**src/rtl/mdu_iterative_if.sv**
```systemverilog
// Request/result bundle between the core controller and the iterative MDU.
// The controller owns start/op/operands; the MDU owns status and the HI/LO values.
interface mdu_iterative_if #(
    parameter int XLEN = 32
);
    logic            start_i;
    logic [2:0]      op_i;
    logic [XLEN-1:0] a_i;
    logic [XLEN-1:0] b_i;
    logic            busy_o;
    logic            done_o;
    logic            div0_o;
    logic [XLEN-1:0] hi_o;
    logic [XLEN-1:0] lo_o;

    modport master (
        output start_i, op_i, a_i, b_i,
        input  busy_o, done_o, div0_o, hi_o, lo_o
    );

    modport slave (
        input  start_i, op_i, a_i, b_i,
        output busy_o, done_o, div0_o, hi_o, lo_o
    );
endinterface

```
**src/rtl/mdu_iterative.sv**
```systemverilog
// Iterative multiply/divide unit holding the architectural HI/LO registers.
// One shift-add or restoring shift-subtract step per clock, XLEN steps per operation.
module mdu_iterative #(
    parameter int XLEN = 32
) (
    input  logic           clk,
    input  logic           rst_n,
    mdu_iterative_if.slave bus
);
    localparam int CW = $clog2(XLEN);
    localparam logic [CW-1:0] LAST = CW'(XLEN - 1);

    typedef enum logic [1:0] {IDLE, CALC, FIN} state_t;

    typedef enum logic [2:0] {
        OP_MULT  = 3'b000,
        OP_MULTU = 3'b001,
        OP_DIV   = 3'b010,
        OP_DIVU  = 3'b011,
        OP_MTHI  = 3'b100,
        OP_MTLO  = 3'b101
    } op_t;

    state_t state, state_next;

    logic [CW-1:0]     count;
    logic [2*XLEN-1:0] acc;      // upper half: partial product / remainder
    logic [XLEN-1:0]   opnd;     // multiplicand / divisor magnitude
    logic [XLEN-1:0]   a_q;      // raw dividend, returned in HI on divide by zero
    logic              is_div, sign_a, sign_b, b_zero;
    logic [XLEN-1:0]   hi_q, lo_q;
    logic              done_q, div0_q;

    logic              start_arith;
    logic              op_signed, a_neg, b_neg;
    logic [XLEN-1:0]   mag_a, mag_b;

    // Only the four arithmetic ops leave IDLE; MTHI/MTLO complete in place.
    assign start_arith = (state == IDLE) && bus.start_i && (bus.op_i[2] == 1'b0);
    assign op_signed   = ~bus.op_i[0];
    assign a_neg       = op_signed & bus.a_i[XLEN-1];
    assign b_neg       = op_signed & bus.b_i[XLEN-1];
    assign mag_a       = a_neg ? -bus.a_i : bus.a_i;
    assign mag_b       = b_neg ? -bus.b_i : bus.b_i;

    // ---------------- state register ----------------
    // NOTE: sequential state uses non-blocking assignments so every register
    // samples the pre-edge values, independent of process ordering.
    always_ff @(posedge clk or posedge rst_n) begin
        if (rst_n) state <= IDLE;
        else       state <= state_next;
    end

    // ---------------- next-state logic ----------------
    // NOTE: the default assignment ahead of the case keeps this purely
    // combinational; any path that missed an assignment would infer a latch.
    always_comb begin
        state_next = state;
        unique case (state)
            IDLE:    if (start_arith) state_next = CALC;
            CALC:    if (count == LAST) state_next = FIN;
            FIN:     state_next = IDLE;
            default: state_next = IDLE;
        endcase
    end

    // ---------------- FSM outputs ----------------
    always_comb begin
        bus.busy_o = (state != IDLE);
    end

    // ---------------- one iteration step ----------------
    logic [XLEN:0]     mul_sum;
    logic [2*XLEN-1:0] mul_next;
    logic [XLEN:0]     div_shift;
    logic              div_ge;
    logic [XLEN-1:0]   div_rem;
    logic [2*XLEN-1:0] div_next;

    always_comb begin
        // Multiply: add multiplicand when the low multiplier bit is set, then shift right.
        mul_sum  = {1'b0, acc[2*XLEN-1:XLEN]} + (acc[0] ? {1'b0, opnd} : '0);
        mul_next = {mul_sum, acc[XLEN-1:1]};

        // Divide: shift in the next dividend bit, subtract when it fits.
        // The remainder is always below the divisor, so XLEN bits hold the difference.
        div_shift = acc[2*XLEN-1:XLEN-1];
        div_ge    = (div_shift >= {1'b0, opnd});
        div_rem   = div_ge ? (div_shift[XLEN-1:0] - opnd) : div_shift[XLEN-1:0];
        div_next  = {div_rem, acc[XLEN-2:0], div_ge};
    end

    // ---------------- sign correction / result selection ----------------
    logic [2*XLEN-1:0] prod_fix;
    logic [XLEN-1:0]   quo_fix, rem_fix;
    logic [XLEN-1:0]   res_hi, res_lo;

    always_comb begin
        prod_fix = (sign_a ^ sign_b) ? -acc : acc;
        quo_fix  = (sign_a ^ sign_b) ? -acc[XLEN-1:0] : acc[XLEN-1:0];
        rem_fix  = sign_a ? -acc[2*XLEN-1:XLEN] : acc[2*XLEN-1:XLEN];

        res_hi = prod_fix[2*XLEN-1:XLEN];
        res_lo = prod_fix[XLEN-1:0];
        if (is_div) begin
            if (b_zero) begin
                res_hi = a_q;
                res_lo = '1;
            end else begin
                res_hi = rem_fix;
                res_lo = quo_fix;
            end
        end
    end

    // ---------------- datapath registers ----------------
    always_ff @(posedge clk or posedge rst_n) begin
        if (rst_n) begin
            count  <= '0;
            acc    <= '0;
            opnd   <= '0;
            a_q    <= '0;
            is_div <= 1'b0;
            sign_a <= 1'b0;
            sign_b <= 1'b0;
            b_zero <= 1'b0;
            hi_q   <= '0;
            lo_q   <= '0;
            done_q <= 1'b0;
            div0_q <= 1'b0;
        end else begin
            done_q <= 1'b0;
            div0_q <= 1'b0;
            unique case (state)
                IDLE: begin
                    if (start_arith) begin
                        // Both multiply and divide start with a's magnitude in the low half.
                        acc    <= {{XLEN{1'b0}}, mag_a};
                        opnd   <= mag_b;
                        a_q    <= bus.a_i;
                        is_div <= bus.op_i[1];
                        sign_a <= a_neg;
                        sign_b <= b_neg;
                        b_zero <= (bus.b_i == '0);
                        count  <= '0;
                    end else if (bus.start_i && bus.op_i == OP_MTHI) begin
                        hi_q <= bus.a_i;
                    end else if (bus.start_i && bus.op_i == OP_MTLO) begin
                        lo_q <= bus.a_i;
                    end
                end
                CALC: begin
                    acc   <= is_div ? div_next : mul_next;
                    count <= count + 1'b1;
                end
                FIN: begin
                    hi_q   <= res_hi;
                    lo_q   <= res_lo;
                    done_q <= 1'b1;
                    div0_q <= is_div & b_zero;
                end
                default: ;
            endcase
        end
    end

    assign bus.done_o = done_q;
    assign bus.div0_o = div0_q;
    assign bus.hi_o   = hi_q;
    assign bus.lo_o   = lo_q;
endmodule

```
**src/flat_wrapper.sv**
```systemverilog
// flat-port wrapper written by rule: the top's interface ports become plain ports
module mdu_iterative_flat 
#(
    parameter int XLEN = 32
)
  (clk, rst_n, bus_start_i, bus_op_i, bus_a_i, bus_b_i, bus_busy_o, bus_done_o, bus_div0_o, bus_hi_o, bus_lo_o);
  mdu_iterative_if #(.XLEN(XLEN)) bus_i ();
  input  logic clk;
  input  logic rst_n;
  input wire logic [$bits(bus_i.start_i)-1:0] bus_start_i;
  input wire logic [$bits(bus_i.op_i)-1:0] bus_op_i;
  input wire logic [$bits(bus_i.a_i)-1:0] bus_a_i;
  input wire logic [$bits(bus_i.b_i)-1:0] bus_b_i;
  output wire logic [$bits(bus_i.busy_o)-1:0] bus_busy_o;
  output wire logic [$bits(bus_i.done_o)-1:0] bus_done_o;
  output wire logic [$bits(bus_i.div0_o)-1:0] bus_div0_o;
  output wire logic [$bits(bus_i.hi_o)-1:0] bus_hi_o;
  output wire logic [$bits(bus_i.lo_o)-1:0] bus_lo_o;
  assign bus_i.start_i = bus_start_i;
  assign bus_i.op_i = bus_op_i;
  assign bus_i.a_i = bus_a_i;
  assign bus_i.b_i = bus_b_i;
  assign bus_busy_o = bus_i.busy_o;
  assign bus_done_o = bus_i.done_o;
  assign bus_div0_o = bus_i.div0_o;
  assign bus_hi_o = bus_i.hi_o;
  assign bus_lo_o = bus_i.lo_o;
  mdu_iterative #(.XLEN(XLEN)) u_core (.clk(clk), .rst_n(rst_n), .bus(bus_i));
endmodule
```
**config.mk**
```make
export PLATFORM = sky130hd
export DESIGN_NAME = mdu_iterative_flat
export DESIGN_NICKNAME = d
export VERILOG_FILES = /design/src/rtl/mdu_iterative_if.sv /design/src/rtl/mdu_iterative.sv /design/src/flat_wrapper.sv
export SDC_FILE = /design/constraint.sdc
export NUM_CORES = 1
export LEC_CHECK = 0
export ABC_CLOCK_PERIOD_IN_PS = 8600
export CORE_AREA = 3 3 274 209
export DETAILED_ROUTE_END_ITERATION = 16
export DIE_AREA = 0 0 277 212
export PLACE_DENSITY = 0.58
export SYNTH_ARGS = -nofsm -noshare
export SYNTH_HDL_FRONTEND = slang
export SYNTH_SLANG_ARGS = --single-unit
export TNS_END_PERCENT = 100
```
**constraint.sdc**
```tcl
create_clock -name clk -period 8.6 [get_ports clk]
set_input_delay 1.72 -clock clk [delete_from_list [all_inputs] [get_ports clk]]
set_output_delay 1.72 -clock clk [all_outputs]
set_load 0.01 [all_outputs]
```
==> Flow_metrics.wiki <==
{| class="wikitable"
! Metric !! Value
|-
| Fraction of the core area covered by cells at the end of the flow || 0.351
|-
| Number of gates resized after CTS || 0
|-
| Worst Setup End Kind || register
|-
| Main flop type after synthesis || sky130_fd_sc_hd__dfrtp_1
|-
| Number of buffers added for setup after CTS || 0
|-
| Largest driver fanout on the critical path || 6
|-
| Fraction of final layout cells with drive strength greater than 1 || 0.0525
|-
| CTS tree || yes
|-
| Internal Power || 4.42 mW
|-
| Die outline area || 58,700 um^2
|-
| Unique cell type count in the Yosys netlist || 90
|-
| Final-report hold violation count || 0
|-
| Row cnt || 74
|-
| Setup clock skew after layout || 9.24 ps
|-
| Number of CTS-inserted buffers || 27
|-
| Sequential element share of the synthesized area || 0.314
|-
| Startpoint of the worst setup timing path || bus_a_i[5]
|-
| Switching fraction of total power || 0.487
|-
| Fin Setup TNS || 0 ps
|-
| Initial cell density of the core || 0.300
|-
| CORE AREA || 54,400 um^2
|-
| Floorplan die width || 277 um
|-
| Standby leakage power || 7.67 nW
|-
| Internal reg-to-reg setup slack || 4010 ps
|-
| Min cycle time layout || 4630 ps
|-
| Warnings, synthesis || 0
|-
| Headroom to the max-slew limit || 0.184
|-
| Die outline height || 212 um
|-
| Cell type with the largest total area after synthesis || sky130_fd_sc_hd__dfrtp_1
|-
| Result of the run || complete, no violations
|-
| Maxcap violations || 0
|-
| Residual antenna-violating net count after detailed routing || 0
|-
| Synthesized area || 16,400 um^2
|-
| Number of enable-type register cells in the synthesized netlist || 0
|-
| PD cells || 451 nW/um^2
|-
| Peak per-stage delay on the critical path || 760 ps
|-
| Number of pins with negative max-slew slack in the final report || 0
|-
| Net count of the mapped netlist || 2,205
|-
| Ranking of synthesized cells by area || sky130_fd_sc_hd__dfrtp_1 31%, sky130_fd_sc_hd__o21ai_0 6.8%, sky130_fd_sc_hd__nand2_1 6.6%
|-
| Critical path start-end classification || in2reg
|-
| Number of port buffers || 136
|-
| Async set-or-reset flop fraction in the synthesized netlist || 1.00
|-
| Mean routed wirelength per cell || 20.2 um
|-
| Number of antenna repair diodes || 0
|-
| Dominant delay contributor by cell family on the critical path || simple AND/OR/NAND/NOR gates
|-
| Clock transition at the registers of the reported paths || 60 ps
|-
| Nature of the critical path startpoint || input pin
|-
| Routed WL || 57,400 um
|-
| Syn avg cell area || 7.93 um^2
|-
| Count of hold-fix buffers inserted at cts || 0
|-
| Clock network latency to the later pin of the worst-skew pair || 560 ps
|-
| Final setup violating endpoints || 0
|-
| Drt via density || 5.58
|-
| Share of the clock period used by the worst path || 0.539
|-
| Via count of the first global-routing pass || 15.2k
|-
| Clock power share || 0.140
|-
| Startpoint of the most critical hold path || u_core.a_q[21]
|-
| Overall track demand over capacity in global routing || 0.188
|-
| Area added between synthesis and finish || 16.9%
|-
| TritonRoute pass-1 iters || 6
|-
| Slew @ Worst Pin || 1220 ps
|-
| Residual DRC count || 0
|-
| Detailed Place HPWL || 41,700 um
|-
| Number of levels the H-tree was split into || 1
|-
| Starting DRC count in detailed routing || 1,596
|-
| Clock buffer depth || 3
|-
| Top-area cell type share of the netlist area || 0.314
|-
| Antenna violations before repair || 0
|-
| Clk Tree Root Cell || sky130_fd_sc_hd__clkbuf_16
|-
| Total design power || 8.62 mW
|-
| Sw power || 4.20 mW
|-
| Synthesis-stage register bit count || 205
|-
| Placed Instances || 2,787
|-
| Final RePlAce weighted congestion || 0.903
|-
| Number of buffers and inverters on the critical path || 1
|-
| Worst min-delay path category || reg2reg
|-
| CP max stage cell || sky130_fd_sc_hd__nor4_1
|-
| TritonCTS Sinks || 205
|-
| Global-route wire length before repair || 88,900 um
|-
| Net count, final || 2,236
|-
| Reg2Reg Launch Point || u_core.acc[0]
|-
| Count of vias placed by the detailed router || 15.8k
|-
| Max VDD drop || 170 uV
|-
| Pin count of the biggest net entering global routing || 86
|-
| Signal arrival time at the worst endpoint || 5040 ps
|-
| Number of standard cells in the layout, taps in and fillers out || 2,836
|-
| Remaining global-route overflow || 0
|-
| Crit-path cells || clkdlybuf4s50_1 > or4_1 > nor4_1 > and3_1 > and2_0 > a31oi_1 > xnor2_1 > nor2_1 > a211oi_1 > a21oi_1
|-
| Achievable clock frequency || 0.216 GHz
|-
| Data required, critical path || 9010 ps
|-
| Sequential cell fraction of total power || 0.249
|-
| Top-Level Pins || 137
|-
| Number of cells produced by synthesis || 2,063
|-
| Setup repair after global routing missed its margin || false
|-
| Combinational share of power || 0.612
|}
## worst register-to-register path, delay by kind of cell (launching register included)
kind,cells,cell delay (ps)
simple gates,3,330
flops,1,490
compound gates,7,2420
buf+inv,1,840
fa+ha+maj,1,390
## state kept, by name, indices dropped and copies added (netlist names)
signal / count
u_core.bus.div0_o: 1
u_core.acc: 64
u_core.bus.lo_o: 32
u_core.bus.done_o: 1
u_core.opnd: 32
u_core.sign_b: 1
u_core.state: 2
u_core.count: 5
u_core.is_div: 1
u_core.a_q: 32
u_core.sign_a: 1
u_core.bus.hi_o: 32
u_core.b_zero: 1
## cell usage after synthesis (19+ instances only)
library cell               count
sky130_fd_sc_hd__ha_1         70
sky130_fd_sc_hd__nor3_1       41
sky130_fd_sc_hd__dfrtp_1     205
sky130_fd_sc_hd__o21ai_0     222
sky130_fd_sc_hd__o22ai_1      43
sky130_fd_sc_hd__a22oi_1      19
sky130_fd_sc_hd__a21oi_1     147
sky130_fd_sc_hd__mux2i_1      59
sky130_fd_sc_hd__inv_1        66
sky130_fd_sc_hd__o211ai_1     50
sky130_fd_sc_hd__xnor2_1     113
sky130_fd_sc_hd__or3_1        20
sky130_fd_sc_hd__clkbuf_1    122
sky130_fd_sc_hd__nand2_1     287
sky130_fd_sc_hd__xor2_1       75
sky130_fd_sc_hd__a21o_1       23
sky130_fd_sc_hd__nor2_1      150
sky130_fd_sc_hd__nand3_1      47
## layout by cell type, fill, tap and decap left out, drive strengths merged, types with 67 or more instances in the layout
cell	n
xnor2	113
nand2	287
a21oi	148
clkdlybuf4s50	136
xor2	75
inv	67
ha	70
dfrtp	205
o21ai	227
nor2	150
## per-stage QoR
stage	hold slack [ps]	instance area [um^2]	setup WS, ps
floorplan	438	16400	1280
global placement	450	18200	3590
detailed placement	456	18200	3540
CTS	472	19100	4090
global route	506	19100	3650
finish	470	19100	3970
## layout make-up
cell class,instances,area [um^2]
timing repair buffer,152,1480
sequential,205,5130
fill,5684,35300
clock buffer,32,724
tap,722,903
inverter,66,255
clock inverter,17,209
multi-input combinational,1642,10400
## metal layers
layer	up-vias	wire length (um)	global-route usage
met4	2	1060	0.0420
met3	78	4580	0.0453
met1	7741	26400	0.265
li1	7456	-	-
met2	541	25200	0.291
met5	-	123	0.0248
## power groups by stage
stage / logic (mW) / clock network, mW / registers (mW)
floorplan: 3.88 / 0 / 1.82
global placement: 5.09 / 0 / 2.12
detailed placement: 5.17 / 0 / 2.14
CTS: 5.20 / 1.22 / 2.13
global route: 5.82 / 1.26 / 2.20
finish: 5.27 / 1.20 / 2.15
## logic make-up after synthesis
logic type | count (synthesis) | share of synthesized area
AOI/OAI and AO/OA | 654 | 0.249
xor gates and xnor gates | 188 | 0.101
adders and majority gates | 72 | 0.0560
buffers and inverters | 216 | 0.0529
DFF | 205 | 0.314
muxes | 60 | 0.0368
and+or+nand+nor | 668 | 0.191
## final timing paths
check | end | cells past startpoint
hold / removal | u_core.a_q[21] | 2
setup reg to reg | u_core.acc[63] | 12
min in group asynchronous | u_core.bus.lo_o[1] | 2
max in group asynchronous | u_core.b_zero | 3
hold reg to reg | u_core.a_q[21] | 2
setup / recovery | u_core.acc[30] | 10
Power figures use the tool's default switching activity.
